==> config.mk <==
export PLATFORM = sky130hd
export DESIGN_NAME = fsic_io_deserdes_rx
export DESIGN_NICKNAME = d
export VERILOG_FILES = /design/src/rtl/fsic_serdes_pkg.sv /design/src/rtl/fsic_rx_sync_fifo.sv /design/src/rtl/fsic_io_deserdes_rx.sv
export SDC_FILE = /design/constraint.sdc
export NUM_CORES = 1
export LEC_CHECK = 0
export CAP_MARGIN = 20
export CORE_MARGIN = 2
export CORE_UTILIZATION = 55
export CTS_CLUSTER_DIAMETER = 30
export CTS_CLUSTER_SIZE = 20
export DETAILED_ROUTE_END_ITERATION = 7
export PLACE_DENSITY_LB_ADDON = 0.05
export SLEW_MARGIN = 5
export SYNTH_ARGS = -nofsm -noshare
export SYNTH_HDL_FRONTEND = slang
export SYNTH_SLANG_ARGS = --single-unit
==> constraint.sdc <==
create_clock -name ioclk -period 2.4 [get_ports ioclk]
set_input_delay 0.24 -clock ioclk [delete_from_list [all_inputs] [get_ports ioclk]]
set_output_delay 0.24 -clock ioclk [all_outputs]
set_load 0.01 [all_outputs]
==> src/rtl/fsic_serdes_pkg.sv <==
// rtl/fsic_serdes_pkg.sv - shared lane map, FSM states and beat layout for the FSIC serial RX path
package fsic_serdes_pkg;

    // serial lane positions
    localparam int FC_LANE    = 11;
    localparam int TIDU_LANE  = 10;
    localparam int TKEEP_LANE = 9;
    localparam int TSTRB_LANE = 8;

    // flow-control lane bit carried at each phase
    localparam int FC_TREADY = 0;
    localparam int FC_TVALID = 1;
    localparam int FC_TLAST  = 2;

    typedef enum logic [1:0] {
        IDLE   = 2'd0,
        HUNT   = 2'd1,
        LOCKED = 2'd2
    } rx_state_e;

    typedef struct packed {
        logic [31:0] tdata;
        logic [3:0]  tstrb;
        logic [3:0]  tkeep;
        logic [1:0]  tid;
        logic [1:0]  tuser;
        logic        tlast;
    } beat_t;

    localparam int BEAT_W = $bits(beat_t);

    // Rebuild a beat from per-phase shadow samples: data lane j at phase p is tdata bit 4j+p,
    // and the tid/tuser lane carries bit p of {tid,tuser}.
    function automatic beat_t assemble_beat(
        input logic [3:0][7:0] data,
        input logic [3:0]      strb,
        input logic [3:0]      keep,
        input logic [3:0]      tidu,
        input logic            tlast
    );
        beat_t b;
        b.tdata = '0;
        for (int p = 0; p < 4; p++) begin
            for (int j = 0; j < 8; j++) begin
                b.tdata[5'(4 * j + p)] = data[2'(p)][3'(j)];
            end
        end
        b.tstrb = strb;
        b.tkeep = keep;
        b.tid   = tidu[3:2];
        b.tuser = tidu[1:0];
        b.tlast = tlast;
        return b;
    endfunction

endpackage

==> src/rtl/fsic_rx_sync_fifo.sv <==
// rtl/fsic_rx_sync_fifo.sv - single-clock beat FIFO with any depth >= 2 and a synchronous flush
module fsic_rx_sync_fifo #(
    parameter int WIDTH = 45,
    parameter int DEPTH = 5
) (
    input  logic             clk,
    input  logic             rst,
    input  logic             flush,
    input  logic             push,
    input  logic [WIDTH-1:0] push_data,
    input  logic             pop,
    output logic             full,
    output logic             empty,
    output logic [WIDTH-1:0] head
);
    localparam int PTR_W = (DEPTH > 1) ? $clog2(DEPTH) : 1;
    localparam int CNT_W = $clog2(DEPTH + 1);

    logic [WIDTH-1:0] mem_q [DEPTH];
    logic [WIDTH-1:0] mem_d [DEPTH];
    logic [PTR_W-1:0] wr_ptr_q, wr_ptr_d;
    logic [PTR_W-1:0] rd_ptr_q, rd_ptr_d;
    logic [CNT_W-1:0] count_q, count_d;
    logic             do_push, do_pop;

    // Pointers wrap explicitly so a non-power-of-two depth works.
    function automatic logic [PTR_W-1:0] ptr_inc(input logic [PTR_W-1:0] p);
        return (p == PTR_W'(DEPTH - 1)) ? '0 : p + 1'b1;
    endfunction

    assign empty   = (count_q == '0);
    assign full    = (count_q == CNT_W'(DEPTH));
    assign do_pop  = pop && !empty;
    assign do_push = push && (!full || do_pop);
    assign head    = mem_q[rd_ptr_q];

    // Next-state for storage, pointers and occupancy; flush discards everything queued.
    always_comb begin
        mem_d    = mem_q;
        wr_ptr_d = wr_ptr_q;
        rd_ptr_d = rd_ptr_q;
        count_d  = count_q;
        if (flush) begin
            wr_ptr_d = '0;
            rd_ptr_d = '0;
            count_d  = '0;
        end else begin
            if (do_push) begin
                mem_d[wr_ptr_q] = push_data;
                wr_ptr_d        = ptr_inc(wr_ptr_q);
            end
            if (do_pop) begin
                rd_ptr_d = ptr_inc(rd_ptr_q);
            end
            count_d = count_q + CNT_W'(do_push) - CNT_W'(do_pop);
        end
    end

    // Storage is cleared on reset so the head reads zero out of reset.
    always_ff @(posedge clk) begin
        if (rst) begin
            for (int i = 0; i < DEPTH; i++) begin
                mem_q[i] <= '0;
            end
            wr_ptr_q <= '0;
            rd_ptr_q <= '0;
            count_q  <= '0;
        end else begin
            mem_q    <= mem_d;
            wr_ptr_q <= wr_ptr_d;
            rd_ptr_q <= rd_ptr_d;
            count_q  <= count_d;
        end
    end

endmodule

==> src/rtl/fsic_io_deserdes_rx.sv <==
// rtl/fsic_io_deserdes_rx.sv - FSIC 12-lane deframer to AXIS master; FSIC_RX_OVF_CNT_EN adds rx_ovf_cnt
module fsic_io_deserdes_rx
    import fsic_serdes_pkg::*;
#(
    parameter int pSERIALIO_WIDTH = 12,
    parameter int pDATA_WIDTH     = 32,
    parameter int pCLK_RATIO      = 4,
    parameter int pRxFIFO_DEPTH   = 5
) (
    input  logic                       ioclk,
    input  logic                       axis_rst,
    input  logic                       rxen,
    input  logic [pSERIALIO_WIDTH-1:0] serial_rxd,
    output logic [pDATA_WIDTH-1:0]     is_as_tdata,
    output logic [3:0]                 is_as_tstrb,
    output logic [3:0]                 is_as_tkeep,
    output logic [1:0]                 is_as_tid,
    output logic [1:0]                 is_as_tuser,
    output logic                       is_as_tlast,
    output logic                       is_as_tvalid,
    input  logic                       is_as_tready,
    output logic                       remote_tready,
    output logic                       rx_locked,
    output logic                       rx_overflow
`ifdef FSIC_RX_OVF_CNT_EN
    ,
    output logic [15:0]                rx_ovf_cnt
`endif
);
    localparam logic [1:0] LAST_PHASE = 2'(pCLK_RATIO - 1);

    rx_state_e       state_q, state_d;
    logic [1:0]      phase_q, phase_d;
    logic [3:0][7:0] data_sh_q, data_sh_d;
    logic [3:0]      strb_sh_q, strb_sh_d;
    logic [3:0]      keep_sh_q, keep_sh_d;
    logic [3:0]      tidu_sh_q, tidu_sh_d;
    logic [2:0]      fc_sh_q, fc_sh_d;
    beat_t           beat_q, beat_d;
    logic            push_q, push_d;
    logic            remote_tready_q, remote_tready_d;
    logic            rx_locked_q, rx_locked_d;
    logic            rx_overflow_q, rx_overflow_d;

    logic            flush, capture, frame_end, pop, drop;
    logic            fifo_full, fifo_empty;
    beat_t           head;

    assign flush     = !rxen;
    assign capture   = rxen && ((state_q == HUNT && serial_rxd[FC_LANE]) || state_q == LOCKED);
    assign frame_end = rxen && (state_q == LOCKED) && (phase_q == LAST_PHASE);
    assign pop       = is_as_tvalid && is_as_tready;
    assign drop      = push_q && fifo_full && !pop && !flush;

    // Deframer next-state: lock on the first fc=1 sample, shadow each phase, register the beat at phase 3.
    always_comb begin
        state_d         = state_q;
        phase_d         = phase_q;
        data_sh_d       = data_sh_q;
        strb_sh_d       = strb_sh_q;
        keep_sh_d       = keep_sh_q;
        tidu_sh_d       = tidu_sh_q;
        fc_sh_d         = fc_sh_q;
        beat_d          = beat_q;
        push_d          = 1'b0;
        remote_tready_d = remote_tready_q;
        rx_overflow_d   = rx_overflow_q | drop;

        if (!rxen) begin
            state_d = IDLE;
            phase_d = 2'd0;
        end else begin
            case (state_q)
                IDLE:    state_d = HUNT;
                HUNT: begin
                    if (serial_rxd[FC_LANE]) begin
                        state_d = LOCKED;
                        phase_d = 2'd1;
                    end
                end
                LOCKED:  phase_d = (phase_q == LAST_PHASE) ? 2'd0 : phase_q + 2'd1;
                default: state_d = IDLE;
            endcase
        end

        if (capture) begin
            data_sh_d[phase_q] = serial_rxd[TSTRB_LANE-1:0];
            strb_sh_d[phase_q] = serial_rxd[TSTRB_LANE];
            keep_sh_d[phase_q] = serial_rxd[TKEEP_LANE];
            tidu_sh_d[phase_q] = serial_rxd[TIDU_LANE];
            case (phase_q)
                2'd0:    fc_sh_d[FC_TREADY] = serial_rxd[FC_LANE];
                2'd1:    fc_sh_d[FC_TVALID] = serial_rxd[FC_LANE];
                2'd2:    fc_sh_d[FC_TLAST]  = serial_rxd[FC_LANE];
                default: ;
            endcase
        end

        if (frame_end) begin
            beat_d          = assemble_beat(data_sh_d, strb_sh_d, keep_sh_d, tidu_sh_d, fc_sh_d[FC_TLAST]);
            push_d          = fc_sh_d[FC_TVALID];
            remote_tready_d = fc_sh_d[FC_TREADY];
        end

        rx_locked_d = (state_d == LOCKED);
    end

    // Deframer FSM, shadow registers and registered status outputs.
    always_ff @(posedge ioclk) begin
        if (axis_rst) begin
            state_q         <= IDLE;
            phase_q         <= 2'd0;
            data_sh_q       <= '0;
            strb_sh_q       <= '0;
            keep_sh_q       <= '0;
            tidu_sh_q       <= '0;
            fc_sh_q         <= '0;
            beat_q          <= '0;
            push_q          <= 1'b0;
            remote_tready_q <= 1'b0;
            rx_locked_q     <= 1'b0;
            rx_overflow_q   <= 1'b0;
        end else begin
            state_q         <= state_d;
            phase_q         <= phase_d;
            data_sh_q       <= data_sh_d;
            strb_sh_q       <= strb_sh_d;
            keep_sh_q       <= keep_sh_d;
            tidu_sh_q       <= tidu_sh_d;
            fc_sh_q         <= fc_sh_d;
            beat_q          <= beat_d;
            push_q          <= push_d;
            remote_tready_q <= remote_tready_d;
            rx_locked_q     <= rx_locked_d;
            rx_overflow_q   <= rx_overflow_d;
        end
    end

    fsic_rx_sync_fifo #(
        .WIDTH (BEAT_W),
        .DEPTH (pRxFIFO_DEPTH)
    ) u_fifo (
        .clk       (ioclk),
        .rst       (axis_rst),
        .flush     (flush),
        .push      (push_q),
        .push_data (beat_q),
        .pop       (pop),
        .full      (fifo_full),
        .empty     (fifo_empty),
        .head      (head)
    );

    assign is_as_tdata   = head.tdata;
    assign is_as_tstrb   = head.tstrb;
    assign is_as_tkeep   = head.tkeep;
    assign is_as_tid     = head.tid;
    assign is_as_tuser   = head.tuser;
    assign is_as_tlast   = head.tlast;
    assign is_as_tvalid  = !fifo_empty;
    assign remote_tready = remote_tready_q;
    assign rx_locked     = rx_locked_q;
    assign rx_overflow   = rx_overflow_q;

`ifdef FSIC_RX_OVF_CNT_EN
    logic [15:0] ovf_cnt_q, ovf_cnt_d;

    // Dropped-beat counter, saturating at all ones.
    always_comb begin
        ovf_cnt_d = ovf_cnt_q;
        if (drop && ovf_cnt_q != 16'hFFFF) begin
            ovf_cnt_d = ovf_cnt_q + 16'd1;
        end
    end

    // Counter register.
    always_ff @(posedge ioclk) begin
        if (axis_rst) begin
            ovf_cnt_q <= '0;
        end else begin
            ovf_cnt_q <= ovf_cnt_d;
        end
    end

    assign rx_ovf_cnt = ovf_cnt_q;
`endif

endmodule

# == Yosys cells after proc, flatten, opt, wreduce, memory -nomap -nowiden ==
# Index checks and enable logic that the tools add are counted.
# op_classes
n_addsub,5
order_cmp,5
n_eq_ne,10
muxes,30
bitwise_logic,5
reduce_logical,25
# ops
cell,n
$bwmux 225,1
$bmux 45 s3,1
$demux 45 s3,1
$mux 45,3
$bwmux 32,1
$demux 8 s2,1
$bwmux 4,3
$logic_and 1x1->1,12
$mux 12,1
$mux 4,3
$eq 3x3->1 const B,3
$mux 3,3
$eq 2x2->1 const B,4
$ge 4x4->1 const B,2
$mux 2,4
$mux 8,1
$not 3->4,2
$add 3x1->3 const B,2
$pmux 2 s3,1
$eq 2x1->1 const B,2
$logic_not 2->1,2
$lt 4x1->1 const B,1
$mux 1,4
$pmux 2 s2,1
15 further kinds,21
# totals
reg_bits,310
input_bits,16
output_inout_bits,49
elab_cells,110

# == Longest topological paths before layout ==
# Gate-level depths: netlist of the first run.
# logic_depth
depth_word,8
ltp_mapped,9
depth_no_buf,9

# == Modules after synthesis ==
# Synthesis of the first run repeated with hierarchy kept, for this count alone.
# unflattened
hier_cells,1227
area_unflattened_um2,13043.8
# by_module_without_submodules
mod,n_inst,cells_each,area_each_um2,seq_area_each_um2
fsic_rx_sync_fifo,1,1050,11210.8,4684.5
fsic_io_deserdes_rx,1,177,1833.0,980.9

# == Worst setup path before layout of the first run ==
# No wires, ideal clock.
# synth_path
path_type,reg-to-reg
start,register u_fifo.count_q[1]
end,register u_fifo.count_q[2]
setup_time_ns,0.128
arrival_ns,1.756
slack_ns,0.516
path_stages_with_launch,10
n_path_buf,0
path_cell_list,dfxtp_1 or3_1 nand2_1 mux2i_1 ha_1 inv_1 fa_1 xor2_1 xnor2_1 nor2_1
# synth_via
elab_chain_len,8
# synth_lines
item,line,source
"start, declared",fsic_rx_sync_fifo.sv:23,"logic [CNT_W-1:0] count_q, count_d;"
"start signal, assigned",fsic_rx_sync_fifo.sv:72,count_q <= count_d;
$logic_not 3->1 *,fsic_rx_sync_fifo.sv:31,assign empty = (count_q == '0);
$logic_not 1->1 *,fsic_io_deserdes_rx.sv:160,assign is_as_tvalid = !fifo_empty;
via is_as_tvalid,fsic_io_deserdes_rx.sv:20,"output logic is_as_tvalid,"
$logic_and 1x1->1,fsic_io_deserdes_rx.sv:52,assign pop = is_as_tvalid && is_as_tready;
$logic_and 1x1->1 *,fsic_rx_sync_fifo.sv:33,assign do_pop = pop && !empty;
$logic_or 1x1->1,fsic_rx_sync_fifo.sv:34,assign do_push = push && (!full || do_pop);
$logic_and 1x1->1,fsic_rx_sync_fifo.sv:34,
$add 3x1->3,fsic_rx_sync_fifo.sv:55,count_d = count_q + CNT_W'(do_push) - CNT_W'(do_pop);
$sub 3x1->3 *,fsic_rx_sync_fifo.sv:55,
# The timed path passes the listed nets; every way through them passes the cells marked *.
# A chain may end at the register's enable or synchronous reset.

# == Worst setup path in the final report of the first run ==
# layout_path
start,register u_fifo.rd_ptr_q[1]
end,output is_as_tkeep[3]
# layout_via
elab_chain_len,4
# layout_lines
item,line,source
"start, declared",fsic_rx_sync_fifo.sv:22,"logic [PTR_W-1:0] rd_ptr_q, rd_ptr_d;"
"start signal, assigned",fsic_rx_sync_fifo.sv:71,rd_ptr_q <= rd_ptr_d;
$not 3->4 (not written as such),fsic_rx_sync_fifo.sv:35,assign head = mem_q[rd_ptr_q];
$bmux 45 s3,fsic_rx_sync_fifo.sv:35,
$mux 45 (not written as such) (2 in series),fsic_rx_sync_fifo.sv:35,
"end, declared",fsic_io_deserdes_rx.sv:16,"output logic [3:0] is_as_tkeep,"
# Every way passes these cells. The select of a mux whose other input is x is not followed.

==> results of run 1 <==
==> synthesized netlist by cell type (2+ instances only) <==
master    instances  area [µm²]
dfxtp_1         163        3260
nand2_1         119         447
nor2_1          113         424
mux2i_1          87         871
a21oi_1          53         265
inv_1            28         105
clkbuf_1         26        97.6
buf_4            24         180
o21ai_0          23         115
mux4_2           21         473
a211oi_1         20         150
buf_2            15        75.1
ha_1              9         113
buf_6             6        67.6
a21oi_4           2        32.5
inv_2             2        7.51
nand3_1           2        10.0
nor3_1            2        10.0
nor4_4            2        42.5
nor4bb_1          2        20.0
or3_1             2        12.5
==> routing by layer <==
layer  track usage (%)  wire length [µm]  vias up
met5                 0                 0        -
met4              7.53               220        0
li1                  -                 -     2489
met1              30.3              6820     2447
met3              5.03               708       18
met2              39.2              7630      115
==> logic make-up after synthesis <==
logic type / share of synthesized area [%]
other: 0.0537
DFF: 46.7
buffers and inverters: 7.63
muxes: 19.2
AOI/OAI and AO/OA: 8.40
xor gates and xnor gates: 0.251
adders and majority gates: 1.90
and+or+nand+nor: 15.8
==> layout by cell type, fill, tap and decap left out, drive strengths merged, types with 5 or more instances in the layout <==
master	instances
a211oi	20
a21oi	56
buf	21
clkbuf	19
clkdlybuf4s50	14
clkinv	5
conb	24
dfxtp	163
dlygate4sd2	9
dlymetal6s2s	12
ha	9
inv	30
mux2i	87
mux4	21
nand2	119
nor2	114
o21ai	23
==> final timing paths <==
path	startpoint	end	slack, ps	cells past startpoint
max	u_fifo.rd_ptr_q[1]$_SDFFE_PP0P_	is_as_tkeep[3]	170	5
min	axis_rst	tidu_sh_q[2]$_SDFF_PP0_	350	3
max reg2reg	u_fifo.count_q[1]$_SDFF_PP0_	u_fifo.count_q[2]$_SDFF_PP0_	350	9
min reg2reg	u_fifo.mem_q[70]$_SDFFE_PP0P_	u_fifo.mem_q[70]$_SDFFE_PP0P_	450	2
==> state kept, by name, indices dropped and copies added (netlist names), 3 cells and up <==
| signal | count |
|---|---|
| u_fifo.count_q | 3 |
| data_sh_q | 8 |
| u_fifo.rd_ptr_q | 3 |
| u_fifo.wr_ptr_q | 3 |
| beat_q | 21 |
| tidu_sh_q | 3 |
| u_fifo.mem_q | 105 |
| keep_sh_q | 3 |
| strb_sh_q | 3 |
| fc_sh_q | 3 |
==> power breakdown <==
| part | internal, mW | switching, mW |
|---|---|---|
| logic | 0.0372 | 0.0859 |
| registers | 2.71 | 0.00349 |
| clock network | 1.79 | 1.09 |
==> final cells by class <==
class / count / area [µm²] / area share, %
Clock inverter: 13 / 183 / 2.24
Tap cell: 172 / 215 / 2.64
Inverter: 30 / 113 / 1.38
Sequential cell: 163 / 3270 / 40.1
Clock buffer: 19 / 453 / 5.56
Timing Repair Buffer: 56 / 627 / 7.70
Multi-Input combinational cell: 500 / 3290 / 40.4
==> stage by stage <==
| step | hold WS [ps] | area (µm²) |
|---|---|---|
| 2_1_floorplan | 344 | 7070 |
| 3_3_place_gp | 438 | 7490 |
| 3_5_place_dp | 447 | 7490 |
| 4_1_cts | 404 | 8120 |
| 5_1_grt | 395 | 8150 |
| 6_report | 352 | 8150 |
==> worst max-delay path, cell delays in order, from the launching register on <==
cell and delay, ps:
dfxtp_4 400, buf_12 170, mux4_2 500, inv_1 60
o21ai_0 110, dlygate4sd2_1 330
==> run metrics, run 1 <==
run status completed; placed cell count 921; Final Core Density 65.1%; post-synth cell types 41; share of the yosys chip area belonging to registers 46.7%; CTS max path bufs 2; crit path max fanout 11; core area 0.0125 mm²; crit path launch type register; Final Cycle Share 93.1%; fillcell total 1,069; Post-synth EDFFs 0; Finished Layout Cells 953; Ys Warns 0; total chip power 5.72 mW; Pwr Density 702 mW/mm²; die area 0.0136 mm²; Top Ports 65; 1st-pass router iterations 6; Clock Skews 7.60 ps; TNS Setup 0 ps; DR vias/cell 5.32; antenna cells 0; Die Height 117 µm; Slew Limit Fails 0; Post-DP HPWL 9150 µm; fin nets 794; RSZ-0062 raised after global routing false; Cells after Synth 741; Hold Violations, Final 0; CTS tree done; Final Critical Period 2230 ps; CTS resizes 11; Residual DRC 0; # rows 41; root buffer cell clkbuf_16; final setup vio count 0; Tot GR Track Use 23.4%; CP required 2160 ps; DRT antenna net count 0; number of antenna violations at the first check in global routing 0; pre-CTS WS 120 ps; cts hold-fix bufs 0; Slew HR 56.2%; CTS Buf Count 17; wirelength, routed 15,400 µm; synthesized flop and latch total 163; Sink Count 163; syn_area_per_cell 9.43 µm²; vias in the first global route 4,707; starting density of the core 55.8%; Die X-Extent 117 µm; largest net degree at the start of global routing 150; Max IR drop VDD 551 µV; crit path DAT 1990 ps; DR WL/cell 16.1 µm; grt total ovfl 0; FFs w/ async S/R, synth 0%; GPL Wtd Cong 0.741; global-route wire length before repair 24,200 µm; Max Cap Violations 0; Main synth FF type dfxtp_1; Clock transition at path regs 60 ps; clk_lat worst skew 420 ps; Setup CP Type reg2out; Synth Cell Area 0.00698 mm²; share of cells above drive strength 1 11.5%; Setup Buffers After CTS 0; Tightest Pin Transition 657 ps; Layout area overhead 16.6%; DR iter-0 viols 371; setup ws final 165 ps; Buffers on Ports 36; Max Fclk 447 MHz; Tightest Hold Check Type in2reg; LEAKAGE 3.13 nW; vias post-DR 5,069; CTS H-tree depth 4; CP endpoint kind output pin
Note: power is estimated with default switching activity, not from simulation.
==> run 2: changes to the inputs <==
--- a/config.mk
+++ b/config.mk
@@ -5,8 +5,7 @@
 export SDC_FILE = /design/constraint.sdc
 export NUM_CORES = 1
 export LEC_CHECK = 0
-export CAP_MARGIN = 20
-export CORE_MARGIN = 2
+export CORE_MARGIN = 1
 export CORE_UTILIZATION = 55
 export CTS_CLUSTER_DIAMETER = 30
 export CTS_CLUSTER_SIZE = 20
@@ -16,3 +15,4 @@
 export SYNTH_ARGS = -nofsm -noshare
 export SYNTH_HDL_FRONTEND = slang
 export SYNTH_SLANG_ARGS = --single-unit
+export TNS_END_PERCENT = 10
==> run metrics, run 2 (synthesized netlist as in run 1, its figures left out) <==
run status completed; fin nets 793; # rows 40; number of antenna violations at the first check in global routing 0; GPL Wtd Cong 0.746; 1st-pass router iterations 5; pre-CTS WS 69.5 ps; CP required 2160 ps; RSZ-0062 raised after global routing false; Top reg by flops u_fifo.mem_q; commonest non-fill, non-tap cell in the layout dfxtp_1; gr busiest metal met2; commonest non-fill, non-tap cells in the layout 161 x dfxtp_1, 119 x nand2_1, 113 x nor2_1, 87 x mux2i_1, 53 x a21oi_1; Clock transition at path regs 60 ps; clk_lat worst skew 430 ps; Final Critical Period 2250 ps; root buffer cell clkbuf_16; Min-Delay Path Depth 3; CTS Buf Count 17; Sink Count 163; crit path DAT 2010 ps; global routing met1 resource utilization 30.8%; fin area 0.00811 mm²; Buffers on Ports 36; DR WL/cell 16.5 µm; die area 0.0132 mm²; antenna cells 0; Pwr Density 688 mW/mm²; starting density of the core 57.2%; final setup vio count 0; DRT antenna net count 0; Die Height 115 µm; Residual DRC 0; WHS Endpoint rx_overflow$_SDFF_PP0_; Top Registers u_fifo.mem_q (105), beat_q (21), data_sh_q (8); Final Cycle Share 93.9%; hold_sp axis_rst; Clock Skews 4.88 ps; GR Util met2 45.7%; CP endpoint kind output pin; WHS 322 ps; Slew HR 54.9%; CTS H-tree depth 4; wirelength, routed 15,600 µm; Hold Violations, Final 0; LEAKAGE 3.13 nW; cts hold-fix bufs 0; R2R depth 9; Setup CP Type reg2out; DR iter-0 viols 344; max reg flops 105; Top Ports 65; Max Fclk 444 MHz; crit path launch type register; Reg2Reg Capture Point u_fifo.count_q[2]$_SDFF_PP0_; grt total ovfl 0; CTS max path bufs 2; Max IR drop VDD 474 µV; placed cell areas 0.00747 mm²; met3 GRT Util 6.30%; fillcell total 1,025; largest net degree at the start of global routing 150; global-route wire length before repair 25,400 µm; CTS tree done; Layout area overhead 16.1%; vias post-DR 5,072; share of cells above drive strength 1 11.3%; flop2flop setup slack 390 ps; Tot GR Track Use 25.8%; Die X-Extent 115 µm; vias in the first global route 5,005; core area 0.0122 mm²; Post-DP HPWL 9300 µm; Tightest Hold Check Type in2reg; Tightest Pin Transition 677 ps; Max Cap Violations 0; crit path max fanout 14; setup ws final 147 ps; DR vias/cell 5.36; r2r startpoint u_fifo.count_q[1]$_SDFF_PP0_; Slew Limit Fails 0
run 2: through the flow:
stage	setup TNS (ps)	std cells	total power [mW]	util, %
global placement	0	916	2.89	61.2
CTS	-120	946	5.62	66.1
global route	0	946	5.74	66.4
detailed placement	0	916	2.90	61.2
finish	0	946	5.58	66.4
floorplan	0	764	2.88	-
run 2: worst max-delay path: stages, from the launching register on:
cell and delay [ps]:
dfxtp_2 370, buf_12 180, mux4_2 510, inv_1 60, o21ai_0 120, dlygate4sd2_1 330
run 2: per-layer routing:
metal | wire length [µm] | share of wire (%)
met1 | 6480 | 42
met2 | 8000 | 51
met3 | 918 | 5.9
met4 | 170 | 1.1
met5 | 0 | 0
run 2: area by class of cell:
cell class | count | area [µm²] | share of cell area, %
clock inverter | 10 | 133 | 1.64
sequential | 163 | 3270 | 40.3
multi-input combinational | 500 | 3290 | 40.6
inverter | 30 | 113 | 1.39
tap | 168 | 210 | 2.59
timing repair buffer | 55 | 631 | 7.78
clock buffer | 20 | 467 | 5.76
run 2: worst max-delay path by stage:
stage	from	endpoint
finish	u_fifo.rd_ptr_q[1]$_SDFFE_PP0P_	is_as_tlast
global route	u_fifo.rd_ptr_q[1]$_SDFFE_PP0P_	is_as_tlast
CTS	u_fifo.rd_ptr_q[1]$_SDFFE_PP0P_	is_as_tstrb[3]
detailed placement	is_as_tready	u_fifo.count_q[2]$_SDFF_PP0_
global placement	is_as_tready	u_fifo.count_q[2]$_SDFF_PP0_
floorplan	u_fifo.count_q[1]$_SDFF_PP0_	u_fifo.count_q[2]$_SDFF_PP0_
run 2: power by group:
group | switching (mW) | internal, mW | total [mW]
sequential | 0.00361 | 2.71 | 2.72
combinational | 0.0856 | 0.0351 | 0.121
clock | 1.04 | 1.70 | 2.74
total | 1.13 | 4.44 | 5.58
run 2: repair_timing:
| action | 4_1_cts | 5_1_grt |
|---|---|---|
| resized for setup | 12 | 14 |
| endpoints found under the setup margin | 20 | 13 |
| setup buffers | 0 | 0 |
